[src/rtl/uart_pkg.sv]
// Shared definitions for the UART frame parser: state encoding, error codes,
// default header byte and the running-checksum helper.
package uart_pkg;

    localparam logic [2:0] ST_HUNT = 3'd0;
    localparam logic [2:0] ST_LEN  = 3'd1;
    localparam logic [2:0] ST_DATA = 3'd2;
    localparam logic [2:0] ST_CSUM = 3'd3;
    localparam logic [2:0] ST_SEND = 3'd4;

    localparam logic [1:0] ERR_NONE = 2'd0;
    localparam logic [1:0] ERR_LEN  = 2'd1;
    localparam logic [1:0] ERR_CSUM = 2'd2;
    localparam logic [1:0] ERR_GAP  = 2'd3;

    localparam logic [7:0] DEFAULT_HDR = 8'hAA;

    // Checksum is a plain modulo-256 sum of LEN and every payload byte.
    function automatic logic [7:0] csum_add(input logic [7:0] acc, input logic [7:0] b);
        return acc + b;
    endfunction

endpackage

[src/rtl/uart_frame_parser_gap_timer.sv]
// Inter-byte gap watchdog: counts idle cycles while enabled and flags expiry
// once GAP_CYC cycles pass without a clear.
module gap_timer #(
    parameter int GAP_CYC = 20000
) (
    input  logic clk,
    input  logic rst_n,
    input  logic clear,
    input  logic enable,
    output logic expired
);

    localparam int             CW    = $clog2(GAP_CYC + 1);
    localparam logic [CW-1:0]  LIMIT = CW'(GAP_CYC);

    logic [CW-1:0] cnt_r;

    // Saturating idle counter; cleared by every consumed byte.
    always_ff @(posedge clk or negedge rst_n) begin
        if (!rst_n) begin
            cnt_r <= {CW{1'b0}};
        end else if (clear) begin
            cnt_r <= {CW{1'b0}};
        end else if (enable && (cnt_r != LIMIT)) begin
            cnt_r <= cnt_r + {{(CW-1){1'b0}}, 1'b1};
        end else begin
            cnt_r <= cnt_r;
        end
    end

    assign expired = enable && (cnt_r == LIMIT);

endmodule

[src/rtl/uart_frame_parser.sv]
// Pulls bytes from a standard-read RX FIFO, validates HDR/LEN/payload/CSUM
// frames and replays accepted payloads on a valid/ready byte stream.
module uart_frame_parser
    import uart_pkg::*;
#(
    parameter logic [7:0] HDR     = DEFAULT_HDR,
    parameter int         MAX_LEN = 16,
    parameter int         GAP_CYC = 20000
) (
    input  logic       clk,
    input  logic       rst_n,
    input  logic       empty,
    output logic       rd_en,
    input  logic [7:0] dout,
    output logic [7:0] out_data,
    output logic       out_valid,
    output logic       out_last,
    input  logic       out_ready,
    output logic       frame_ok,
    output logic       frame_err,
    output logic [1:0] err_code
);

    localparam int         IDX_W     = (MAX_LEN > 1) ? $clog2(MAX_LEN) : 1;
    localparam logic [7:0] MAX_LEN_B = 8'(MAX_LEN);

    logic [2:0] state_r;
    logic [2:0] state_nxt_s;
    logic       rd_en_r;
    logic       pend_r;
    logic [7:0] len_r;
    logic [7:0] acc_r;
    logic [7:0] idx_r;
    logic [7:0] buf_r [MAX_LEN];
    logic [7:0] out_data_r;
    logic       out_valid_r;
    logic       out_last_r;
    logic       frame_ok_r;
    logic       frame_err_r;
    logic [1:0] err_code_r;

    logic       ok_s;
    logic       err_s;
    logic [1:0] code_s;
    logic       gap_active_s;
    logic       gap_clear_s;
    logic       timeout_s;
    logic       take_s;
    logic       last_s;

    assign gap_active_s = (state_r == ST_LEN) || (state_r == ST_DATA) || (state_r == ST_CSUM);
    assign gap_clear_s  = pend_r || !gap_active_s;
    // A timeout wins over a byte arriving in the same cycle; that byte is dropped.
    assign take_s       = pend_r && !timeout_s;
    assign last_s       = (idx_r == (len_r - 8'd1));

    gap_timer #(
        .GAP_CYC (GAP_CYC)
    ) u_gap_timer (
        .clk     (clk),
        .rst_n   (rst_n),
        .clear   (gap_clear_s),
        .enable  (gap_active_s),
        .expired (timeout_s)
    );

    // Next-state selection and frame verdict pulses.
    always_comb begin
        state_nxt_s = state_r;
        ok_s        = 1'b0;
        err_s       = 1'b0;
        code_s      = err_code_r;
        if (timeout_s) begin
            state_nxt_s = ST_HUNT;
            err_s       = 1'b1;
            code_s      = ERR_GAP;
        end else begin
            case (state_r)
                ST_HUNT: begin
                    if (pend_r && (dout == HDR)) begin
                        state_nxt_s = ST_LEN;
                    end else begin
                        state_nxt_s = ST_HUNT;
                    end
                end
                ST_LEN: begin
                    if (pend_r) begin
                        if ((dout == 8'd0) || (dout > MAX_LEN_B)) begin
                            state_nxt_s = ST_HUNT;
                            err_s       = 1'b1;
                            code_s      = ERR_LEN;
                        end else begin
                            state_nxt_s = ST_DATA;
                        end
                    end else begin
                        state_nxt_s = ST_LEN;
                    end
                end
                ST_DATA: begin
                    if (pend_r && last_s) begin
                        state_nxt_s = ST_CSUM;
                    end else begin
                        state_nxt_s = ST_DATA;
                    end
                end
                ST_CSUM: begin
                    if (pend_r) begin
                        if (dout == acc_r) begin
                            state_nxt_s = ST_SEND;
                            ok_s        = 1'b1;
                        end else begin
                            state_nxt_s = ST_HUNT;
                            err_s       = 1'b1;
                            code_s      = ERR_CSUM;
                        end
                    end else begin
                        state_nxt_s = ST_CSUM;
                    end
                end
                ST_SEND: begin
                    if (out_valid_r && out_ready && out_last_r) begin
                        state_nxt_s = ST_HUNT;
                    end else begin
                        state_nxt_s = ST_SEND;
                    end
                end
                default: begin
                    state_nxt_s = ST_HUNT;
                end
            endcase
        end
    end

    // Payload storage; contents are only read after being written for the current frame.
    always_ff @(posedge clk) begin
        if ((state_r == ST_DATA) && take_s) begin
            buf_r[idx_r[IDX_W-1:0]] <= dout;
        end
    end

    // Control, FIFO read pacing, checksum datapath and output stream.
    always_ff @(posedge clk or negedge rst_n) begin
        if (!rst_n) begin
            state_r     <= ST_HUNT;
            rd_en_r     <= 1'b0;
            pend_r      <= 1'b0;
            len_r       <= 8'd0;
            acc_r       <= 8'd0;
            idx_r       <= 8'd0;
            out_data_r  <= 8'd0;
            out_valid_r <= 1'b0;
            out_last_r  <= 1'b0;
            frame_ok_r  <= 1'b0;
            frame_err_r <= 1'b0;
            err_code_r  <= ERR_NONE;
        end else begin
            state_r     <= state_nxt_s;
            frame_ok_r  <= ok_s;
            frame_err_r <= err_s;
            err_code_r  <= code_s;
            pend_r      <= rd_en_r;
            // One read in flight at a time; the FIFO flag seen here already reflects any previous pop.
            rd_en_r     <= !rd_en_r && !empty && (state_nxt_s != ST_SEND);
            case (state_r)
                ST_LEN: begin
                    if (take_s) begin
                        len_r <= dout;
                        acc_r <= dout;
                        idx_r <= 8'd0;
                    end
                end
                ST_DATA: begin
                    if (take_s) begin
                        acc_r <= csum_add(acc_r, dout);
                        idx_r <= idx_r + 8'd1;
                    end
                end
                ST_CSUM: begin
                    if (take_s) begin
                        idx_r <= 8'd0;
                    end
                end
                ST_SEND: begin
                    if (!out_valid_r || out_ready) begin
                        if (out_valid_r && out_last_r) begin
                            out_valid_r <= 1'b0;
                            out_last_r  <= 1'b0;
                        end else begin
                            out_data_r  <= buf_r[idx_r[IDX_W-1:0]];
                            out_valid_r <= 1'b1;
                            out_last_r  <= last_s;
                            idx_r       <= idx_r + 8'd1;
                        end
                    end
                end
                default: begin
                end
            endcase
        end
    end

    assign rd_en     = rd_en_r;
    assign out_data  = out_data_r;
    assign out_valid = out_valid_r;
    assign out_last  = out_last_r;
    assign frame_ok  = frame_ok_r;
    assign frame_err = frame_err_r;
    assign err_code  = err_code_r;

endmodule

[config.mk]
export PLATFORM = sky130hd
export DESIGN_NAME = uart_frame_parser
export DESIGN_NICKNAME = d
export VERILOG_FILES = /design/src/rtl/uart_pkg.sv /design/src/rtl/uart_frame_parser_gap_timer.sv /design/src/rtl/uart_frame_parser.sv
export SDC_FILE = /design/constraint.sdc
export NUM_CORES = 1
export LEC_CHECK = 0
export CAP_MARGIN = 20
export CORE_ASPECT_RATIO = 1.1
export CORE_UTILIZATION = 61
export DETAILED_ROUTE_END_ITERATION = 10
export GPL_TIMING_DRIVEN = 0
export PLACE_DENSITY = 0.81
export SYNTH_ARGS = -nofsm -noshare
export SYNTH_HDL_FRONTEND = slang
export SYNTH_HIERARCHICAL = 1
export SYNTH_SLANG_ARGS = --single-unit
[constraint.sdc]
create_clock -name clk -period 3.23 [get_ports clk]
set_input_delay 0.646 -clock clk [delete_from_list [all_inputs] [get_ports clk]]
set_output_delay 0.646 -clock clk [all_outputs]
set_load 0.01 [all_outputs]
==> run_results.csv <==
group,metric,value,unit
clocking,h-tree-depth,4,
floorplan,die_height,126,µm
synthesis,synth.avg_cell_area,14.6,µm²
timing,layout_setup_ws,169,ps
finish,filler_cell_count,866,
routing,wl_per_cell,21.1,µm
synthesis,post_synth_inst_count,582,
clocking,cts.repair_timing.setup_buffer_count,0,
floorplan,core_region_area,0.0134,mm²
global_routing,grt_first_pass_wirelength,28000,µm
power_and_ir_drop,vdd_drop_max,0.309,mV
outcome,run_status,"completed",
place,dpl.hpwl,11600,µm
setup_path,reg2reg_setup_slack,170,ps
synthesis,postSynth.topFlopCell,"edfxtp_1",
routing,number_of_routed_nets_with_antenna_violations,0,
timing,timing.final.crit_period,3060,ps
power_and_ir_drop,total_power,0.00571,W
routing,drt_first_pass_iters,5,
clocking,cts_num_sinks,186,
finish,antennaDiodeCount,0,
floorplan,start_util,63.4,%
setup_path,path_max_fanout,8,
timing,setup_viol,0,
synthesis,synthesized_nets,609,
clocking,clk-insertion-delay-late,430,ps
routing,wl,17500,µm
clocking,postCtsHoldBufs,0,
synthesis,synth.ff_latch_count,186,
floorplan,io-pin-count,27,
clocking,clkTransAtPathRegs,70,ps
timing,worst_margin_pin_slew,995,ps
floorplan,die_area,0.0144,mm²
setup_path,critical_path.endpoint_type,"flop",
finish,layout.area.seq,0.00530,mm²
finish,multiInputGateArea,0.00295,mm²
timing,achievable-frequency,0.327,GHz
synthesis,synth_area,0.00849,mm²
place,placed_cell_area,0.00901,mm²
global_routing,gr-usage-all-layers,26.4,%
finish,layout.nets,658,
synthesis,ys_warn_count,6,
synthesis,ys_async_sr_fraction,31.2,%
finish,syn2layout_area_growth,14.5,%
power_and_ir_drop,total_leakage_power,3.54,nW
synthesis,synth_seq_area_share,62.4,%
timing,final_clock_skew,7.72,ps
floorplan,die_w,114,µm
routing,vias_per_cell,6.20,
finish,final_core_util,72.6,%
setup_path,critPathRequiredTime,3290,ps
timing,drv_slew,0,
place,dpl_worst_slack,-463,ps
global_routing,grt_pass1_vias,5287,
finish,drive_above_1_share,16.9,%
global_routing,antenna_found_initial,0,
setup_path,setup.worst_path.start_class,"flop",
timing,worst_rel_slew_slack,33.5,%
routing,vias,5136,
setup_path,crit-reg2reg-launch,"u_gap_timer/cnt_r[0]",
setup_path,depth_of_the_worst_register_to_register_path,9,
timing,crit_share_post_route,94.8,%
routing,route.detailed.drc,0,
clocking,cts_tree,"built",
setup_path,crit_type,"reg2reg",
routing,drt_iter0_drc,471,
floorplan,rows,44,
worst_hold_path,timing.hold.worst.class,"in2async",
clocking,numCtsBuffers,17,
global_routing,grt_max_degree,36,
timing,rsz0062_at_grt,"no",
finish,layout.cell_area.non_filler,0.00971,mm²
setup_path,r2r_end,"buf_r[11][1]",
setup_path,cp_data_arrival_time,3120,ps
clocking,root_buffer_selected_by_cts,"clkbuf_16",
synthesis,synth-edff-count,128,
flow_run,number_of_maximum_capacitance_constraint_violations,0,
place,rd_place_congestion,0.841,
clocking,maximum_root_to_sink_buffer_count,2,
power_and_ir_drop,power-per-cell-area,588,mW/mm²
timing,final-hold-violation-count,0,
global_routing,global_route.overflow_total,0,
synthesis,synth.lib_cells_used.distinct,71,
place,port_buffers,26,
==> placed cells by master, fill, tap and decap left out, drive strengths merged, types with 7 or more instances in the layout <==
master / n
clkbuf: 26
mux2i: 13
ha: 14
nand4: 7
inv: 19
a221o: 9
clkdlybuf4s50: 20
o21ai: 30
edfxtp: 128
dfrtp: 58
nor2: 41
nor4: 10
mux2: 16
nor3: 24
mux4: 32
a21oi: 18
xor2: 7
nand2: 34
nand3: 8
and3: 7
xnor2: 9
nor2b: 9
buf: 22
==> synth_stat cells, types with 2 or more instances <==
| library cell | number | area [µm²] |
|---|---|---|
| nand3_1 | 7 | 35.0 |
| nor3_1 | 23 | 115 |
| nand3b_1 | 3 | 22.5 |
| xor2_1 | 7 | 61.3 |
| inv_1 | 16 | 60.1 |
| a31oi_1 | 3 | 18.8 |
| dfrtp_1 | 58 | 1450 |
| o21a_1 | 5 | 37.5 |
| or4_1 | 4 | 30.0 |
| o21ai_1 | 2 | 10.0 |
| and3_1 | 6 | 37.5 |
| buf_2 | 5 | 25.0 |
| o31a_1 | 3 | 26.3 |
| a311o_1 | 2 | 20.0 |
| or3_1 | 3 | 18.8 |
| buf_4 | 4 | 30.0 |
| o31ai_1 | 4 | 30.0 |
| xnor2_1 | 9 | 78.8 |
| buf_6 | 6 | 67.6 |
| and2_1 | 3 | 18.8 |
| or2_2 | 2 | 12.5 |
| o22ai_1 | 2 | 12.5 |
| nand2b_1 | 5 | 31.3 |
| nand4_1 | 7 | 43.8 |
| a21oi_1 | 18 | 90.1 |
| mux4_2 | 24 | 541 |
| a211oi_1 | 3 | 22.5 |
| o21ai_0 | 28 | 140 |
| mux2i_1 | 13 | 130 |
| o211ai_1 | 3 | 22.5 |
| nor4_1 | 9 | 56.3 |
| mux2_2 | 15 | 169 |
| edfxtp_1 | 128 | 3840 |
| nand2_1 | 34 | 128 |
| a221o_1 | 9 | 90.1 |
| mux4_1 | 8 | 210 |
| ha_1 | 14 | 175 |
| nor2_1 | 40 | 150 |
| nor2b_1 | 9 | 56.3 |
| clkbuf_1 | 7 | 26.3 |
==> cell families after synthesis <==
family                   synth area share [%]
flip-flops                               62.4
AND/OR/NAND/NOR                          10.9
AO/OA/AOI/OAI                            7.36
multiplexers                             12.5
buffers and inverters                    2.89
XOR/XNOR                                 1.65
adder cells (fa/ha/maj)                  2.30
==> area by class of cell <==
class                      count  share of cell area, %
buffer                        25                   1.91
clock buffer                  19                   4.66
clock inverter                13                   2.42
inverter                      16                  0.618
multi-input combinational    355                   30.4
sequential                   186                   54.5
tap                          184                   2.37
timing repair buffer          30                   3.12
==> flip-flops by register name (all words and copies together) (netlist names) <==
register           flops
buf_r                128
u_gap_timer/cnt_r     15
acc_r                  8
idx_r                  8
len_r                  8
out_data               8
state_r                3
err_code               2
frame_err              1
frame_ok               1
out_last               1
out_valid              1
pend_r                 1
rd_en                  1
==> layer usage <==
| layer | vias to the layer above | track usage [%] | routed length [µm] |
|---|---|---|---|
| li1 | 2356 | - | - |
| met1 | 2561 | 34.1 | 7390 |
| met2 | 184 | 44.4 | 8750 |
| met3 | 35 | 5.20 | 887 |
| met4 | 0 | 10.1 | 476 |
| met5 | - | 0 | 0 |
==> power breakdown <==
group / switching, W / total [W] / internal, W / leakage [nW]
logic: 0.000353 / 0.000687 / 0.000334 / 1.30
clock network: 0.000896 / 0.00240 / 0.00150 / 0.331
registers: 0.0000361 / 0.00263 / 0.00259 / 1.91
==> critical path, cell delays in order (launching register included) <==
cell	delay (ps)
dfrtp_1	370
inv_1	80
ha_1	200
nand3b_1	260
nor4_4	110
and2_1	240
nand2b_1	230
nor2_1	300
nand2_1	190
nor2_1	680
==> repair_timing <==
action	4_1_cts	5_1_grt
resized for setup	1	6
pin swaps	0	0
setup endpoints to repair	8	10
==> how the worst max path moves through the flow <==
stage,from,to,slack [ps],cells past startpoint
after CTS,dout[2],acc_r[7],20,7
after floorplan,u_gap_timer/cnt_r[0],buf_r[3][0],630,9
final,u_gap_timer/cnt_r[0],buf_r[11][1],170,9
after global placement,rst_n,u_gap_timer/cnt_r[8],-360,1
after global routing,u_gap_timer/cnt_r[0],buf_r[10][7],1,9
after detailed placement,dout[1],acc_r[7],-460,8
==> through the flow <==
| step | TNS [ps] | cells | hold slack (ps) |
|---|---|---|---|
| after detailed placement | -2200 | 796 | 402 |
| after floorplan | 0 | 582 | 350 |
| after global placement | -21320 | 792 | 387 |
| after global routing | 0 | 828 | 259 |
| after CTS | 0 | 828 | 234 |
| final | 0 | 828 | 224 |
Note: power is estimated with default switching activity, not from simulation.
